==> src/rtl/apt_rmw_writer_pkg.sv <==
// Shared types and default widths for the APT read-modify-write writer.
// The op_del entry field exists only when APT_DELETE_EN is defined.
package apt_pkg;

  localparam int APT_W      = 16;
  localparam int APT_RID_W  = 6;
  localparam int APT_FIFO_D = 4;

  typedef enum logic [1:0] {
    IDLE,
    RD,
    WT,
    WR
  } apt_state_e;

  typedef struct packed {
    logic [APT_W-1:0]     apta;
    logic [APT_RID_W-1:0] rule_id;
    logic                 last;
`ifdef APT_DELETE_EN
    logic                 op_del;
`endif
  } apt_entry_t;

  // Packed width of one buffered entry for arbitrary address / rule-id widths.
  function automatic int apt_entry_bits(input int aw, input int rw);
`ifdef APT_DELETE_EN
    return aw + rw + 2;
`else
    return aw + rw + 1;
`endif
  endfunction

endpackage

==> src/rtl/apt_rmw_writer_if.sv <==
// APT address stream from the address generator into the RMW writer.
// The master drives entries, the slave returns apta_ready.
interface apt_rmw_writer_if #(
  parameter int W     = 16,
  parameter int RID_W = 6
);

  logic             apta_valid;
  logic             apta_ready;
  logic [W-1:0]     apta;
  logic [RID_W-1:0] rule_id;
  logic             last;
  logic             op_del;

  modport master (
    output apta_valid,
    output apta,
    output rule_id,
    output last,
    output op_del,
    input  apta_ready
  );

  modport slave (
    input  apta_valid,
    input  apta,
    input  rule_id,
    input  last,
    input  op_del,
    output apta_ready
  );

endinterface

==> src/rtl/apt_rmw_writer_fifo.sv <==
// Synchronous first-word-fall-through FIFO buffering APT entries.
// Pointers carry one extra wrap bit so full and empty are distinguishable.
module apt_fifo #(
  parameter int DW    = 8,
  parameter int DEPTH = 4
) (
  input  logic                     clk,
  input  logic                     rst,
  input  logic                     i_push,
  input  logic [DW-1:0]            i_wdata,
  input  logic                     i_pop,
  output logic [DW-1:0]            o_rdata,
  output logic                     o_full,
  output logic                     o_empty,
  output logic [$clog2(DEPTH):0]   o_count
);

  localparam int AW = $clog2(DEPTH);

  logic [DW-1:0] r_mem [DEPTH];
  logic [AW:0]   r_wr_ptr;
  logic [AW:0]   r_rd_ptr;
  logic          w_push;
  logic          w_pop;

  assign o_count = r_wr_ptr - r_rd_ptr;
  assign o_empty = (r_wr_ptr == r_rd_ptr);
  assign o_full  = (r_wr_ptr[AW] != r_rd_ptr[AW]) &&
                   (r_wr_ptr[AW-1:0] == r_rd_ptr[AW-1:0]);

  // No push-through: a full FIFO refuses even when popped in the same cycle.
  assign w_push  = i_push && !o_full;
  assign w_pop   = i_pop && !o_empty;
  assign o_rdata = r_mem[r_rd_ptr[AW-1:0]];

  always_ff @(posedge clk) begin
    if (rst) begin
      r_wr_ptr <= '0;
      r_rd_ptr <= '0;
    end else begin
      if (w_push) r_wr_ptr <= r_wr_ptr + 1'b1;
      if (w_pop)  r_rd_ptr <= r_rd_ptr + 1'b1;
    end
  end

  always_ff @(posedge clk) begin
    if (w_push) r_mem[r_wr_ptr[AW-1:0]] <= i_wdata;
  end

endmodule

==> src/rtl/apt_rmw_writer.sv <==
// Buffers APT row addresses and sets (or, with APT_DELETE_EN, clears) the
// rule's bit in each addressed SRAM row via a serialized read-modify-write.
module apt_rmw_writer
  import apt_pkg::*;
#(
  parameter int w      = APT_W,
  parameter int RID_W  = APT_RID_W,
  parameter int FIFO_D = APT_FIFO_D
) (
  input  logic                clk,
  input  logic                rst,
  input  logic                en,
  apt_rmw_writer_if.slave     s_apt,
  output logic                mem_ren,
  output logic                mem_wen,
  output logic [w-1:0]        mem_addr,
  output logic [2**RID_W-1:0] mem_wdata,
  input  logic [2**RID_W-1:0] mem_rdata,
  output logic                busy,
  output logic                done
);

  localparam int N       = 2**RID_W;
  localparam int ENTRY_W = apt_entry_bits(w, RID_W);
  localparam logic [N-1:0] BIT0 = N'(1);

  typedef struct packed {
    logic [w-1:0]     apta;
    logic [RID_W-1:0] rule_id;
    logic             last;
`ifdef APT_DELETE_EN
    logic             op_del;
`endif
  } entry_t;

  apt_state_e               r_state;
  entry_t                   r_hold;
  logic                     r_mem_ren;
  logic                     r_mem_wen;
  logic [w-1:0]             r_mem_addr;
  logic [N-1:0]             r_mem_wdata;
  logic                     r_done;

  entry_t                   w_in;
  entry_t                   w_head;
  logic [ENTRY_W-1:0]       w_fifo_rdata;
  logic                     w_full;
  logic                     w_empty;
  logic [$clog2(FIFO_D):0]  w_count;
  logic                     w_push;
  logic                     w_pop;
  logic [N-1:0]             w_mask;
  logic [N-1:0]             w_new_row;

  always_comb begin
    w_in         = '0;
    w_in.apta    = s_apt.apta;
    w_in.rule_id = s_apt.rule_id;
    w_in.last    = s_apt.last;
`ifdef APT_DELETE_EN
    w_in.op_del  = s_apt.op_del;
`endif
  end

  assign w_push = s_apt.apta_valid && !w_full;
  assign w_pop  = (r_state == IDLE) && en && !w_empty;
  assign w_head = entry_t'(w_fifo_rdata);

  apt_fifo #(
    .DW    (ENTRY_W),
    .DEPTH (FIFO_D)
  ) u_fifo (
    .clk     (clk),
    .rst     (rst),
    .i_push  (w_push),
    .i_wdata (w_in),
    .i_pop   (w_pop),
    .o_rdata (w_fifo_rdata),
    .o_full  (w_full),
    .o_empty (w_empty),
    .o_count (w_count)
  );

  assign w_mask = BIT0 << r_hold.rule_id;
`ifdef APT_DELETE_EN
  assign w_new_row = r_hold.op_del ? (mem_rdata & ~w_mask) : (mem_rdata | w_mask);
`else
  logic w_unused_del;
  assign w_new_row    = mem_rdata | w_mask;
  assign w_unused_del = s_apt.op_del;
`endif

  // Strobes, address and data are registered; they default to zero each cycle.
  always_ff @(posedge clk) begin
    if (rst) begin
      r_state     <= IDLE;
      r_hold      <= '0;
      r_mem_ren   <= 1'b0;
      r_mem_wen   <= 1'b0;
      r_mem_addr  <= '0;
      r_mem_wdata <= '0;
      r_done      <= 1'b0;
    end else begin
      r_mem_ren   <= 1'b0;
      r_mem_wen   <= 1'b0;
      r_mem_addr  <= '0;
      r_mem_wdata <= '0;
      r_done      <= 1'b0;
      case (r_state)
        IDLE: begin
          if (w_pop) begin
            r_hold     <= w_head;
            r_state    <= RD;
            r_mem_ren  <= 1'b1;
            r_mem_addr <= w_head.apta;
          end
        end
        RD: begin
          r_state <= WT;
        end
        WT: begin
          // Read data is valid now; merge it straight into the write beat.
          r_state     <= WR;
          r_mem_wen   <= 1'b1;
          r_mem_addr  <= r_hold.apta;
          r_mem_wdata <= w_new_row;
        end
        WR: begin
          r_state <= IDLE;
          r_done  <= r_hold.last;
        end
        default: begin
          r_state <= IDLE;
        end
      endcase
    end
  end

  assign mem_ren          = r_mem_ren;
  assign mem_wen          = r_mem_wen;
  assign mem_addr         = r_mem_addr;
  assign mem_wdata        = r_mem_wdata;
  assign done             = r_done;
  assign busy             = (r_state != IDLE) || (w_count != '0);
  assign s_apt.apta_ready = !w_full;

endmodule

==> src/flat_wrapper.sv <==
// flat-port wrapper written by rule: the top's interface ports become plain ports
module apt_rmw_writer_flat import apt_pkg::*;
#(
  parameter int w      = APT_W,
  parameter int RID_W  = APT_RID_W,
  parameter int FIFO_D = APT_FIFO_D
)
  (clk, rst, en, mem_ren, mem_wen, mem_addr, mem_wdata, mem_rdata, busy, done, s_apt_apta_valid, s_apt_apta, s_apt_rule_id, s_apt_last, s_apt_op_del, s_apt_apta_ready);
  apt_rmw_writer_if #(.W((16)), .RID_W(RID_W)) s_apt_i ();
  input  logic clk;
  input  logic rst;
  input  logic en;
  output logic mem_ren;
  output logic mem_wen;
  output logic [w-1:0] mem_addr;
  output logic [2**RID_W-1:0] mem_wdata;
  input  logic [2**RID_W-1:0] mem_rdata;
  output logic busy;
  output logic done;
  input wire logic [$bits(s_apt_i.apta_valid)-1:0] s_apt_apta_valid;
  input wire logic [$bits(s_apt_i.apta)-1:0] s_apt_apta;
  input wire logic [$bits(s_apt_i.rule_id)-1:0] s_apt_rule_id;
  input wire logic [$bits(s_apt_i.last)-1:0] s_apt_last;
  input wire logic [$bits(s_apt_i.op_del)-1:0] s_apt_op_del;
  output wire logic [$bits(s_apt_i.apta_ready)-1:0] s_apt_apta_ready;
  assign s_apt_i.apta_valid = s_apt_apta_valid;
  assign s_apt_i.apta = s_apt_apta;
  assign s_apt_i.rule_id = s_apt_rule_id;
  assign s_apt_i.last = s_apt_last;
  assign s_apt_i.op_del = s_apt_op_del;
  assign s_apt_apta_ready = s_apt_i.apta_ready;
  apt_rmw_writer #(.w(w), .RID_W(RID_W), .FIFO_D(FIFO_D)) u_core (.clk(clk), .rst(rst), .en(en), .s_apt(s_apt_i), .mem_ren(mem_ren), .mem_wen(mem_wen), .mem_addr(mem_addr), .mem_wdata(mem_wdata), .mem_rdata(mem_rdata), .busy(busy), .done(done));
endmodule
==> config.mk <==
export PLATFORM = sky130hd
export DESIGN_NAME = apt_rmw_writer_flat
export DESIGN_NICKNAME = d
export VERILOG_FILES = /design/src/rtl/apt_rmw_writer_pkg.sv /design/src/rtl/apt_rmw_writer_if.sv /design/src/rtl/apt_rmw_writer_fifo.sv /design/src/rtl/apt_rmw_writer.sv /design/src/flat_wrapper.sv
export SDC_FILE = /design/constraint.sdc
export NUM_CORES = 1
export LEC_CHECK = 0
export ABC_AREA = 1
export CAP_MARGIN = 25
export CORE_MARGIN = 4
export CORE_UTILIZATION = 45
export CTS_CLUSTER_DIAMETER = 50
export DETAILED_ROUTE_END_ITERATION = 16
export GPL_ROUTABILITY_DRIVEN = 0
export GPL_TIMING_DRIVEN = 1
export PLACE_DENSITY = 0.73
export SKIP_CTS_REPAIR_TIMING = 1
export SYNTH_ARGS = -nofsm -noshare
export SYNTH_HDL_FRONTEND = slang
export SYNTH_SLANG_ARGS = --single-unit
==> constraint.sdc <==
create_clock -name clk -period 3.2 [get_ports clk]
set_clock_uncertainty 0.1 [all_clocks]
set_input_delay 0.8 -clock clk [delete_from_list [all_inputs] [get_ports clk]]
set_output_delay 0.8 -clock clk [all_outputs]
set_load 0.1 [all_outputs]
==> out/summary.txt <==
Die Area: 20,100 um2
hold depth: 2
share of cells above drive strength 1: 15.9%
CTS clk-pin slew, worst paths: 0.06 ns
Synth area leader: edfxtp_1
Num Clock Sinks: 208
Reg power frac: 36.0%
# DRC: 0
worst min-delay path startpoint: u_core.r_hold[18]
worst-path maximum fanout: 5
grt ovf: 0
IO Pins: 177
DP Wirelength: 13.3 mm
via count: 6,261
Diodes inserted: 0
minimum clock period: 2.88 ns
post-synthesis register bit count: 208
most used cell along the critical path: inv_1
Maximum Capacitance Violations: 0
max incr delay on CP: 0.37 ns
ys flop type: dfxtp_1
RSZ-0062 raised after global routing: false
fmax: 0.347 GHz
final setup fails: 0
CP cell instances: inv_1 -> ha_1 -> nand2_1 -> inv_1 -> nand3_1 -> buf_12
worst path arrival time: 1.98 ns
Area after DPL: 9790 um2
row count: 48
combinational share of power: 32.0%
final slew viol count: 0
maximum vdd drop: 553 uV
H-tree Lvls: 1
r2r endpoint: u_core.u_fifo.r_mem[2][3]
top cells by area, synth: edfxtp_1 34%, dfxtp_1 29%, nor2_1 7.8%
Starting Density: 46.2%
Switching Fraction: 37.9%
Synth top area share: 34.4%
1st-pass router iterations: 5
Clk Latency, worst-skew pair: 0.51 ns
Leak: 4.49 nW
Final Cycle Share: 89.9%
drt wl/cell: 15.7 um
worst reg-to-reg setup slack: 0.74 ns
Iter 0 DRT Violations: 367
sequential element share of the synthesized area: 63.2%
CP Class: flip-flop to output pin
yosys warns: 0
routed wire length: 20.1 mm
gr usage total: 18.8%
slew margin rel.: 35.1%
Crit. End Element: output pin
first-pass GRT wire length: 30.2 mm
CTS Root Cell: clkbuf_16
P per Cell Area: 829 nW/um2
P_int: 0.00549 W
filler instances: 1,460
Tightest Pin Transition: 0.973 ns
vias in the first global route: 5,691
Post-synth top cells: 168 x nor2_1, 134 x nand2_1, 116 x dfxtp_1, 95 x a21oi_1, 94 x inv_1
Post-Syn Nets: 970
Place WS: 0.610 ns
CTS tree: yes
Layout Nets: 1,138
number of flops mapped to enable cells by yosys: 92
Slowest-stage cell, CP: dfxtp_1
top-count cell post-synth: nor2_1
Reg-to-Reg Start: u_core.u_fifo.r_wr_ptr[0]
startpoint type of the worst setup path: flip-flop
initial antenna violation count: 0
Worst EP required: 2.30 ns
Synth async-reset ratio: 0%
Psw: 0.00336 W
endpoints failing hold: 0
PortBufs: 175
cell area after layout: 10,700 um2
worst min path class: flip-flop to flip-flop
Core Region: 17,400 um2
R2R depth: 8
largest net degree at the start of global routing: 39
antenna-violating nets left: 0
Hold Path Sink: u_core.mem_addr[11]
Synth cell types: 22
Mapped Cells: 867
Via density: 4.90
status: complete, no violations
Die X: 142 um
Num CTS Buffers: 25
Netlist Area Pre-Place: 8040 um2
Clk network pwr share: 32.0%
clk buf depth: 3
synthesized area per cell: 9.27 um2
Area Overhead vs Synth: 32.7%
die extent in y: 142 um
setup ws final: 0.322 ns
==> through the flow <==
step / power, W / hold WS [ns] / setup TNS (ns) / util, % / cells
floorplan: 0.00534 / 0.314 / -29.96 / - / 867
global placement: 0.00600 / 0.344 / 0 / 56.2 / 1232
detailed placement: 0.00604 / 0.347 / 0 / 56.2 / 1232
CTS: 0.00888 / 0.360 / 0 / 61.1 / 1277
global route: 0.00924 / 0.374 / 0 / 61.3 / 1278
finish: 0.00885 / 0.359 / 0 / 61.3 / 1278
==> routing by layer <==
layer / wire length, um / GRT usage (%) / part of all wire, %
met4: 257 / 3.94 / 1.3
met1: 8440 / 24.9 / 42
met2: 9930 / 32.6 / 50
met3: 1420 / 3.13 / 7.1
met5: 0 / 0 / 0
==> cell type report <==
cell class,count,area (um2),area share (%)
Sequential cell,208,5090,47.7
Clock inverter,14,166,1.56
Timing Repair Buffer,191,1720,16.1
Tap cell,225,282,2.64
Multi-Input combinational cell,511,2370,22.2
Clock buffer,31,681,6.38
Inverter,98,368,3.45
==> worst max-delay path, delay by kind of cell (launching register included) <==
family	cells	cell delay, ns
DFF	1	0.37
buffers and inverters	3	0.51
and+or+nand+nor	2	0.28
adders and majority gates	1	0.30
==> how the worst max path moves through the flow <==
stage | end | startpoint | depth (start not counted) | slack, ns
final | s_apt_apta_ready | u_core.u_fifo.r_wr_ptr[0] | 6 | 0.32
after global routing | busy | u_core.u_fifo.r_wr_ptr[1] | 5 | 0.21
after CTS | s_apt_apta_ready | u_core.u_fifo.r_wr_ptr[0] | 6 | 0.29
after detailed placement | u_core.u_fifo.r_mem[2][12] | s_apt_apta_valid | 4 | 0.61
after global placement | u_core.u_fifo.r_mem[2][9] | s_apt_apta_valid | 4 | 0.63
after floorplan | u_core.u_fifo.r_mem[0][0] | u_core.u_fifo.r_wr_ptr[0] | 7 | -0.33
==> layout by cell type, fill, tap and decap left out, types with 2 or more instances in the layout <==
cell / Yosys / layout
dfxtp_1: 116 / 115
clkdlybuf4s50_1: 0 / 90
nand2_1: 134 / 134
inv_1: 94 / 94
nor2_1: 168 / 164
o21ai_0: 22 / 22
a21oi_1: 95 / 95
buf_12: 0 / 3
clkinv_1: 0 / 2
buf_4: 2 / 97
nand3_1: 23 / 23
nor2_2: 0 / 4
clkbuf_16: 0 / 25
nand4_1: 32 / 32
clkbuf_8: 0 / 3
clkinvlp_4: 0 / 2
nand2_2: 11 / 11
xor2_1: 3 / 3
inv_6: 0 / 2
a31oi_1: 8 / 8
bufinv_16: 0 / 3
edfxtp_1: 92 / 92
nor3_2: 2 / 2
ha_1: 11 / 11
clkinv_2: 0 / 2
clkbuf_2: 0 / 2
inv_2: 4 / 4
==> registers in the layout, summed over array words and instances (netlist names), named ones only <==
signal	flops
u_core.mem_ren	1
u_core.mem_wdata	64
u_core.r_state	2
u_core.mem_wen	1
u_core.done	1
u_core.r_hold	23
u_core.u_fifo.r_rd_ptr	3
u_core.mem_addr	16
u_core.u_fifo.r_wr_ptr	3
u_core.u_fifo.r_mem	92
==> power by group through the flow <==
stage,combinational (W),sequential (W),clock [W]
after global placement,0.00277,0.00323,0
after floorplan,0.00113,0.00421,0
after CTS,0.00281,0.00319,0.00289
after detailed placement,0.00280,0.00324,0
final,0.00283,0.00319,0.00283
after global routing,0.00302,0.00321,0.00300
==> cells by family after synthesis <==
family / Yosys count / synth area share, %
buffers and inverters: 148 / 7.41
AO/OA/AOI/OAI: 126 / 8.11
XOR/XNOR: 3 / 0.327
adder cells (fa/ha/maj): 11 / 1.71
AND/OR/NAND/NOR: 371 / 19.2
flip-flops: 208 / 63.2
(Power assumes the default switching activity.)
